--- src/rtl/palette_ctrl.sv ---
// palette_ctrl: 16-entry RGB332 colour palette with two registered video read
// ports and a CPU access port that only touches the palette outside the
// visible region (vid_active=0).
//
// Build option: define PALETTE_READBACK_EN to enable the CPU read path. When it
// is not defined, CPU reads still complete and ack normally, but cpu_rdata is
// tied to zero and no CPU-side read mux exists.
module palette_ctrl (
    input  logic       clk,
    input  logic       rst,
    // video port
    input  logic       vid_active,
    input  logic [3:0] addr1,
    input  logic [3:0] addr2,
    output logic [7:0] color1,
    output logic [7:0] color2,
    // CPU port
    input  logic       cpu_req,
    input  logic       cpu_we,
    input  logic [3:0] cpu_addr,
    input  logic [7:0] cpu_wdata,
    output logic       cpu_ack,
    output logic [7:0] cpu_rdata,
    output logic       busy
);

    typedef enum logic [1:0] {
        ST_IDLE   = 2'd0,
        ST_WAIT   = 2'd1,
        ST_ACCESS = 2'd2,
        ST_ACK    = 2'd3
    } state_t;

    // Power-up / reset palette contents.
    function automatic logic [7:0] default_color(input logic [3:0] idx);
        logic [7:0] c;
        case (idx)
            4'd0:    c = 8'h00;
            4'd1:    c = 8'h02;
            4'd2:    c = 8'h14;
            4'd3:    c = 8'h16;
            4'd4:    c = 8'hA0;
            4'd5:    c = 8'hA2;
            4'd6:    c = 8'hA8;
            4'd7:    c = 8'hB6;
            4'd8:    c = 8'h49;
            4'd9:    c = 8'h4B;
            4'd10:   c = 8'h5D;
            4'd11:   c = 8'h5F;
            4'd12:   c = 8'hE9;
            4'd13:   c = 8'hEB;
            4'd14:   c = 8'hFD;
            default: c = 8'hFF;
        endcase
        return c;
    endfunction

    state_t     state_q, state_d;
    logic       req_we_q, req_we_d;
    logic [3:0] req_addr_q, req_addr_d;
    logic [7:0] req_wdata_q, req_wdata_d;
    logic [7:0] mem_q [16];
    logic [7:0] mem_d [16];
    logic [7:0] color1_q, color1_d;
    logic [7:0] color2_q, color2_d;
    logic       mem_we;

    // CPU FSM: next state, request latching and write strobe.
    always_comb begin
        // NOTE: every signal gets a default before any branch, so no path can
        // leave one unassigned and infer a latch.
        state_d     = state_q;
        req_we_d    = req_we_q;
        req_addr_d  = req_addr_q;
        req_wdata_d = req_wdata_q;
        mem_we      = 1'b0;
        case (state_q)
            ST_IDLE: begin
                if (cpu_req) begin
                    req_we_d    = cpu_we;
                    req_addr_d  = cpu_addr;
                    req_wdata_d = cpu_wdata;
                    state_d     = ST_WAIT;
                end
            end
            ST_WAIT: begin
                // Never start an access while pixels are being displayed.
                if (!vid_active) begin
                    state_d = ST_ACCESS;
                end
            end
            ST_ACCESS: begin
                // Committed: completes even if vid_active rises now.
                mem_we  = req_we_q;
                state_d = ST_ACK;
            end
            ST_ACK: begin
                state_d = ST_IDLE;
            end
            default: begin
                state_d = ST_IDLE;
            end
        endcase
    end

    // FSM state and latched request fields.
    always_ff @(posedge clk or posedge rst) begin
        if (rst) begin
            state_q     <= ST_IDLE;
            req_we_q    <= 1'b0;
            req_addr_q  <= 4'd0;
            req_wdata_q <= 8'd0;
        end else begin
            // NOTE: non-blocking assignments in clocked blocks so every flop
            // samples the pre-edge value regardless of statement order.
            state_q     <= state_d;
            req_we_q    <= req_we_d;
            req_addr_q  <= req_addr_d;
            req_wdata_q <= req_wdata_d;
        end
    end

    // Palette next contents: single write port driven by the FSM.
    always_comb begin
        mem_d = mem_q;
        if (mem_we) begin
            mem_d[req_addr_q] = req_wdata_q;
        end
    end

    // Palette storage.
    always_ff @(posedge clk or posedge rst) begin
        if (rst) begin
            // NOTE: the palette is built from flops rather than a RAM macro
            // because reset must reload every entry with its default colour.
            for (int i = 0; i < 16; i++) begin
                mem_q[i] <= default_color(4'(i));
            end
        end else begin
            mem_q <= mem_d;
        end
    end

    // Video read paths: read the pre-write contents, so a same-cycle write
    // shows up one cycle later.
    always_comb begin
        color1_d = mem_q[addr1];
        color2_d = mem_q[addr2];
    end

    // Registered video colours.
    always_ff @(posedge clk or posedge rst) begin
        if (rst) begin
            color1_q <= 8'd0;
            color2_q <= 8'd0;
        end else begin
            color1_q <= color1_d;
            color2_q <= color2_d;
        end
    end

`ifdef PALETTE_READBACK_EN
    logic [7:0] rdata_q, rdata_d;

    // CPU read capture: only a read in ACCESS updates the held value.
    always_comb begin
        rdata_d = rdata_q;
        if (state_q == ST_ACCESS && !req_we_q) begin
            rdata_d = mem_q[req_addr_q];
        end
    end

    // Held CPU read data.
    always_ff @(posedge clk or posedge rst) begin
        if (rst) begin
            rdata_q <= 8'd0;
        end else begin
            rdata_q <= rdata_d;
        end
    end

    assign cpu_rdata = rdata_q;
`else
    assign cpu_rdata = 8'h00;
`endif

    assign color1  = color1_q;
    assign color2  = color2_q;
    assign cpu_ack = (state_q == ST_ACK);
    assign busy    = (state_q != ST_IDLE);

endmodule

--- config.mk ---
export PLATFORM = sky130hd
export DESIGN_NAME = palette_ctrl
export DESIGN_NICKNAME = d
export VERILOG_FILES = /design/src/rtl/palette_ctrl.sv
export SDC_FILE = /design/constraint.sdc
export NUM_CORES = 1
export LEC_CHECK = 0
export CAP_MARGIN = 20
export CORE_ASPECT_RATIO = 1.4
export CORE_MARGIN = 8
export CORE_UTILIZATION = 58
export CTS_CLUSTER_DIAMETER = 40
export DETAILED_ROUTE_END_ITERATION = 6
export DONT_BUFFER_PORTS = 1
export PLACE_DENSITY = 0.76
export SLEW_MARGIN = 0
export SYNTH_ARGS = -nofsm -noshare
export SYNTH_HDL_FRONTEND = slang
export SYNTH_SLANG_ARGS = --single-unit
export TNS_END_PERCENT = 10
--- constraint.sdc ---
create_clock -name clk -period 5.3 [get_ports clk]
set_clock_uncertainty 0.05 [all_clocks]
set_input_delay 0.795 -clock clk [delete_from_list [all_inputs] [get_ports clk]]
set_output_delay 0.795 -clock clk [all_outputs]
set_load 0.01 [all_outputs]
-- Yosys cells after proc, flatten, opt, wreduce, memory -nomap -nowiden
Index checks and enable logic that the tools add are counted.
- divide/modulo/power cells: 0
- add/sub/neg operators: 0
- shift operators: 0
- equality and inequality tests: 5
- mux-type cells: 13
- magnitude comparators: 4
- multiply operators: 0
- bitwise gates (word level): 3
- reductions and logical operators: 5
- operators by type and width (cell ; number):
    128-bit bitwise mux ; 1
    8-bit binary-select mux with 4-bit select ; 2
    8-bit 2-to-1 mux ; 5
    8-bit demux with 4-bit select ; 1
    5-bit >= comparator, second input constant ; 3
    4-bit NOT with 5-bit output ; 3
    2-bit case mux with 4 select lines ; 1
    5-bit by 1-bit < comparator with 1-bit output, second input constant ; 1
    2-bit == test, second input constant ; 2
    2-bit 2-to-1 mux ; 2
    2-bit != test, second input constant ; 2
    2-bit AND reduction ; 2
    2-bit by 1-bit == test with 1-bit output, second input constant ; 1
    2-bit logical NOT ; 1
    2-bit nonzero test ; 1
    1-bit logical AND ; 1
    1-bit 2-to-1 mux ; 1
- word-level logic and storage cells: 52
- memories kept: 0
- bits of input ports: 25
- bits in read-only memories: 0
- register bits: 159
- bits in writable memories: 0
- latch bits: 0

-- Longest topological paths before layout
Gate-level depths: netlist of run 1.
- depth after elaboration: 6
- mapped depth: 6
- depth with buffers taken out: 5

-- Worst setup path before layout of run 1
Ideal clock, no wire load.
- kind: input port to flip-flop
- start point: input port addr2[0]
- end point: register color2_q[0] (netlist: color2[0])
- data arrival time: 1925 ps
- setup time: 124 ps
- cell stages on the path: 5
- path slack: 3201 ps
- cells stage by stage: buf_2 > buf_2 > mux4_2 > a22oi_1 > nand2_1
- word-level cells in the longest chain between the ends: 4
- ends and longest elaborated chain (element ; line ; RTL):
    from (decl) ; 14 ; input logic [3:0] addr2,
    4-bit NOT with 5-bit output (not written as such) ; 148 ; color2_d = mem_q[addr2];
    8-bit binary-select mux with 4-bit select ; 148 ;
    8-bit 2-to-1 mux (not written as such) (2 in a row) ; 148 ;
    net color2_d[0] ; 65 ; logic [7:0] color2_q, color2_d;
    to (signal assigned) ; 158 ; color2_q <= color2_d;
    to (decl) ; 65 ;
The timed path passes the listed nets, and every way through them passes these cells. The select of a mux whose other input is x is not followed.
A chain may end at the register's enable or synchronous reset.

-- Final worst setup path of run 1
- start point: register state_q[0]
- end point: register mem_q[99] in the netlist's numbering
- word-level cells in the longest chain between the ends: 2
- ends and longest elaborated chain (element ; line ; RTL):
    from (decl) ; 58 ; state_t state_q, state_d;
    from (signal assigned) ; 116 ; state_q <= state_d;
    2-bit == test ; 77 ; case (state_q)
    1-bit 2-to-1 mux ; 77 ;
    to (signal, indexed assignment) ; 137 ; mem_q[i] <= default_color(4'(i));
    to (signal assigned) ; 140 ; mem_q <= mem_d;
    to (decl) ; 62 ; logic [7:0] mem_q [16];
No other way between the ends.

==> qor.txt, run 1 <==
share of synthesized registers carrying an async set or reset - 100.0%
total negative slack - 0 ps
DRT met1 WL - 7.016 mm
Via-to-Cell Ratio - 6.496
Final #Nets - 516
Place WS - 3003 ps
Final Hold Viols - 0
R2R Path End - mem_q[99]
total grt overflow - 0
first-pass GRT wire length - 27.91 mm
worst ir drop on vdd - 226.4 uV
Top FF cell, synth - dfrtp_1
Reg clk slew, reported paths - 70 ps
Worst R2R Start - state_q[0]
Post-Route WL - 17.33 mm
initial core utilization - 58.51%
met3 WL - 988 um
H-tree levels - 4
Least-Margin Pin Slew - 974.7 ps
GP Congestion - 0.8407
clk root buf - clkbuf_16
CP Capture Type - register
Power Dens Cells - 518.6 mW/mm2
Tmin final - 2325 ps
Max clock buf depth - 2
final slew viol count - 0
static leakage - 3.703 nW
Post-synth top cells - mux2_2, dfrtp_1, mux4_2
DR WL met2 - 9.016 mm
crit-path max FO - 8
flop-to-flop setup slack - 2970 ps
Post-Synthesis Cells - 504
CP Launch Type - register
Arrival @ worst endpoint - 2580 ps
HPWL reported at the end of detailed placement - 11.39 mm
Post-synth EDFFs - 0
top cells by area, synth - dfrtp_1, dfstp_2, mux4_2
critical path's largest stage delay - 620 ps
post_cts resized - 0
initial antenna violation count - 0
vias in the first global route - 4851
warnings from Yosys - 0
First-pass DRT Iterations - 5
ratio of cells with drive above 1 in the final layout - 62.32%
setup repair after global routing missed its margin - no
Site Rows - 51
DR WL/cell - 25.33 um
Final WS setup - 2975 ps
f_max - 0.4301 GHz
Synth top area share - 29.93%
number of distinct library cells after synthesis - 27
CTS tree - yes
Initial DRC Count - 321
final setup fails - 0
hold_buf cts - 0
CTS Buf Count - 17
kind of critical path - register to register
largest area contributor in the netlist - dfrtp_1
register area share after synthesis - 50.55%
Top delay family on crit path - simple AND/OR/NAND/NOR gates
CP required - 5550 ps
cell with the most instances after synthesis - mux2_2
port bufs - 0
I/O pin count - 51
Yosys reg bits - 159
Worst slew margin - 35.02%
drc violations - 0
setup bufs post-CTS - 0
Hold Crit Class - primary input to async pin
largest net degree at the start of global routing - 112
vias after detailed routing - 4443
n_diodes - 0
Crit-path slowest cell - nor2b_1
clk sinks - 159
Mapped Area - 0.008028 mm2
worst skew pair latency - 430 ps
Area Overhead vs Synth - 7.746%
status - complete, no violations
critical path, cell by cell - inv_1 > ha_1 > and4bb_2 > nor2b_1 > mux2_2
FF-to-FF path depth - 5
Util after Layout - 63.05%
max cap viols - 0
Buf/Inv on CP - 1
Die X - 115.4 um
total die area - 0.01791 mm2
Avg Inst Size Synth - 15.93 um2
Final period util - 43.87%
core area - 0.01372 mm2
chip height - 155.2 um
WHS - 399.4 ps
Total GRT Usage - 20.93%
uppermost layer routed - met4
Final ANT Viol Nets - 0
## flip-flops by register name, summed over array words and instances, names as in the netlist
signal       flops
mem_q          128
color1           8
color2           8
req_wdata_q      8
req_addr_q       4
state_q          2
req_we_q         1
## cell families after synthesis
logic type	Yosys count	share of synthesized area (%)
AOI/OAI and AO/OA	33	3.102
adders and majority gates	5	0.7793
buffers and inverters	49	3.304
DFF	159	50.55
muxes	207	38.75
other	1	0.04671
and+or+nand+nor	50	3.475
## per-stage QoR
stage / power, mW / cell area [um2] / instances
after floorplan: 2.980 / 8054 / 511
after global placement: 3.149 / 8048 / 652
after detailed placement: 3.241 / 8048 / 652
after CTS: 4.499 / 8650 / 684
after global routing: 4.700 / 8650 / 684
final: 4.486 / 8650 / 684
## placed cells by master (no fill, tap or decap), types with 2 or more instances in the layout
master / netlist / layout
a22oi_1: 32 / 32
and2_1: 2 / 2
bufinv_16: 0 / 3
clkbuf_1: 14 / 4
clkbuf_16: 0 / 17
clkbuf_8: 0 / 2
clkinvlp_4: 0 / 4
conb_1: 1 / 8
dfrtp_1: 96 / 96
dfstp_2: 63 / 63
ha_1: 5 / 5
inv_1: 4 / 3
mux2_2: 126 / 126
mux2_4: 16 / 16
mux4_2: 64 / 64
nand2_1: 19 / 19
nand2b_1: 5 / 5
nor2_1: 4 / 4
nor2_2: 9 / 9
nor2b_1: 5 / 5
or3_1: 2 / 2
## layout make-up
class,count,area [um2]
inverters,4,20.02
fillers,974,5070
clock buffers,23,467.9
well taps,185,231.5
clock inverters,9,133.9
flip-flops and latches,159,4058
multi-input cells,303,3731
repair buffers,1,7.507
## worst max-delay path by stage
stage / from / to / depth (start not counted)
floorplan: rst / color1[0] / 1
global placement: state_q[0] / mem_q[96] / 5
detailed placement: state_q[0] / mem_q[99] / 5
CTS: state_q[0] / mem_q[99] / 5
global route: state_q[0] / mem_q[99] / 5
finish: state_q[0] / mem_q[99] / 5
## metal layers
| metal | global-route usage (%) | vias to the layer above |
|---|---|---|
| li1 | - | 1863 |
| met1 | 26.60 | 2421 |
| met2 | 34.22 | 134 |
| met3 | 5.159 | 25 |
| met4 | 6.910 | 0 |
| met5 | 0 | - |
## worst reg2reg max path: stages (launching register included)
cell	delay, ps
dfrtp_1	410
inv_1	130
ha_1	270
and4bb_2	310
nor2b_1	620
mux2_2	410
## power breakdown
| group | leakage [nW] | switching [mW] | internal (mW) |
|---|---|---|---|
| clock | 0.280 | 0.492 | 0.766 |
| combinational | 1.50 | 0.348 | 0.670 |
| sequential | 1.92 | 0.456 | 1.75 |
Power figures use the tool's default switching activity.
==> run 2: changes to the inputs <==
--- a/config.mk
+++ b/config.mk
@@ -8,11 +8,11 @@
 export CAP_MARGIN = 20
 export CORE_ASPECT_RATIO = 1.4
 export CORE_MARGIN = 8
-export CORE_UTILIZATION = 58
+export CORE_UTILIZATION = 59
 export CTS_CLUSTER_DIAMETER = 40
 export DETAILED_ROUTE_END_ITERATION = 6
 export DONT_BUFFER_PORTS = 1
-export PLACE_DENSITY = 0.76
+export PLACE_DENSITY = 0.75
 export SLEW_MARGIN = 0
 export SYNTH_ARGS = -nofsm -noshare
 export SYNTH_HDL_FRONTEND = slang
==> constraint.sdc (replaced) <==
create_clock -name clk -period 2.25 [get_ports clk]
set_clock_uncertainty 0.05 [all_clocks]
set_input_delay 0.3375 -clock clk [delete_from_list [all_inputs] [get_ports clk]]
set_output_delay 0.3375 -clock clk [all_outputs]
set_load 0.01 [all_outputs]
==> run 2 against run 1 <==
  * Routed wire length increased by 1.5%
  * Die area is 1.5% lower
  * Count of clock-buffer cells in the layout is 3 higher
  * Design area rose by 3.1%
  * Total power up 130%
  * Global-route usage rose by 0.86 points
  * Maximum frequency up 8.1%
  * Via count rose by 2.5%
  * Non-clock buffer count rose by 32
  * Cell count grew 4.2%
  * Largest power group unchanged
==> qor.txt, run 2 (synthesis gave the netlist of run 1 again) <==
status - complete, no violations
vias after detailed routing - 4555 (+2.5%)
GP Congestion - 0.8152 (-3.0%)
chip height - 154.0 um (-0.76%)
Via-to-Cell Ratio - 6.388 (-1.6%)
Pint - 7.426 mW (+130%)
DR WL/cell - 24.67 um (-2.6%)
Least-Margin Pin Slew - 933.6 ps (-41.09 ps)
Final ANT Viol Nets - 0 (unchanged)
I/O pin count - 51 (unchanged)
Tmin final - 2151 ps (-174.2 ps)
H-tree levels - 4 (unchanged)
CTS Buf Count - 17 (unchanged)
static leakage - 3.860 nW (+4.2%)
DP Area - 0.008223 mm2 (+2.2%)
setup repair after global routing missed its margin - yes
commonest non-fill, non-tap cells in the layout - mux2_2, dfrtp_1, mux4_2
sw power - 3.037 mW (+130%)
Area Overhead vs Synth - 11.11%
Final period util - 95.60% (+52 points)
Initial DRC Count - 356 (+11%)
most common cell after layout, fill and taps aside - mux2_2
CP required - 2500 ps (-3050 ps)
max cap viols - 0 (unchanged)
met1 usage - 25.79% (-0.82 points)
Finished Layout Cells - 713 (+4.2%)
HPWL reported at the end of detailed placement - 12.06 mm (+5.9%)
Final Hold Viols - 0 (unchanged)
Hold Crit Class - primary input to register
WHS - 13.13 ps (-386.3 ps)
post_cts resized - 0 (unchanged)
busiest metal layer after global routing - met2
kind of critical path - register to register
Net Sw Frac - 29.03% (+0.13 points)
f_max - 0.4649 GHz (+8.1%)
Seq pwr share - 50.3% (+1.0 points)
largest net degree at the start of global routing - 38 (-66%)
first-pass GRT wire length - 28.84 mm (+3.3%)
ratio of cells with drive above 1 in the final layout - 62.15% (-0.18 points)
First-pass DRT Iterations - 4 (-1)
clock share of power - 26.2% (-1.8 points)
multi-input logic area - 0.003731 mm2 (unchanged)
Power Dens Cells - 1173 mW/mm2 (+130%)
worst skew pair latency - 420 ps (about the same)
combinational share of power - 23.5% (+0.8 points)
# placed instances - 668 (+2.5%)
final slew viol count - 0 (unchanged)
CTS tree - yes
worst ir drop on vdd - 689.3 uV (+200%)
final setup fails - 0 (unchanged)
drc violations - 0 (unchanged)
port bufs - 0 (unchanged)
Die X - 114.6 um (-0.73%)
Post-Route WL - 17.59 mm (+1.5%)
Final #Nets - 548 (+6.2%)
Worst slew margin - 37.63% (+2.6 points)
vias in the first global route - 5135 (+5.9%)
CP Launch Type - register
n_diodes - 0 (unchanged)
crit-path max FO - 8 (unchanged)
clk sinks - 159 (unchanged)
Reg clk slew, reported paths - 60 ps (about the same)
initial antenna violation count - 0 (unchanged)
GRT met3 Usage - 4.861% (-0.30 points)
area taken by flip-flops and latches - 0.004058 mm2 (unchanged)
grt met2 use - 36.86% (+2.6 points)
Max clock buf depth - 2 (unchanged)
total die area - 0.01765 mm2 (-1.5%)
max FFs per register - 128 (unchanged)
Total GRT Usage - 21.79% (+0.86 points)
initial core utilization - 60.24% (+1.7 points)
Final Instance Area - 0.008920 mm2 (+3.1%)
Arrival @ worst endpoint - 2410 ps (-170 ps)
Site Rows - 50 (-2.0%)
clk root buf - clkbuf_16
Largest Register - mem_q
CP Capture Type - register
total grt overflow - 0 (unchanged)
core area - 0.01333 mm2 (-2.9%)
Fillers - 924 (-5.1%)
-- run 2: final cells by class --
class | count | area share, %
Inverter | 4 | 0.2104
Clock inverter | 6 | 0.6453
Sequential cell | 159 | 45.49
Multi-Input combinational cell | 303 | 41.83
Clock buffer | 26 | 5.709
Timing Repair Buffer | 33 | 3.563
Tap cell | 182 | 2.553
-- run 2: critical path, cell delays in order (launching register included) --
cell and delay, ps:
dfrtp_1 400, inv_1 130, ha_1 290, nand4b_1 300
nor2_2 470, mux2_2 400
-- run 2: power by group through the flow --
stage               Clock [mW]  Combinational (mW)  Sequential (mW)
floorplan                    0                2.28             4.74
global placement             0                2.34             5.16
detailed placement           0                2.44             5.28
CTS                       2.78                2.48             5.25
global route              2.90                2.65             5.43
finish                    2.74                2.46             5.26
-- run 2: final timing paths --
kind                         startpoint              to  slack, ps  cells after the start
max                          state_q[0]       mem_q[52]        100                      5
min in group asynchronous           rst       mem_q[37]        550                      2
max in group asynchronous           rst       mem_q[35]        850                      3
min                        cpu_wdata[2]  req_wdata_q[2]         10                      1
min reg2reg                   mem_q[73]       mem_q[73]        470                      1
max reg2reg                  state_q[0]       mem_q[52]        100                      5
-- run 2: metal layers --
layer	part of all wire, %	routed length, um	vias up
met2	54	9551	127
met3	5.2	910	37
li1	-	-	1931
met4	2.5	446	0
met5	0	0	-
met1	38	6685	2460
-- run 2: through the flow --
step / setup TNS, ps / power, mW / setup slack [ps] / utilization (%)
2_1_floorplan: -9688 / 7.021 / -100.9 / -
3_3_place_gp: 0 / 7.508 / 217.6 / 61.71
3_5_place_dp: 0 / 7.728 / 123.3 / 61.71
4_1_cts: 0 / 10.51 / 95.42 / 66.94
5_1_grt: -117.6 / 10.98 / -36.31 / 66.94
6_report: 0 / 10.46 / 98.98 / 66.94
-- run 2: what timing repair did --
action / in CTS / in global routing
hold buffers: 13 / 0
hold endpoints to repair: 29 / 0
setup buffers: 0 / 0
setup endpoints to repair: 0 / 5
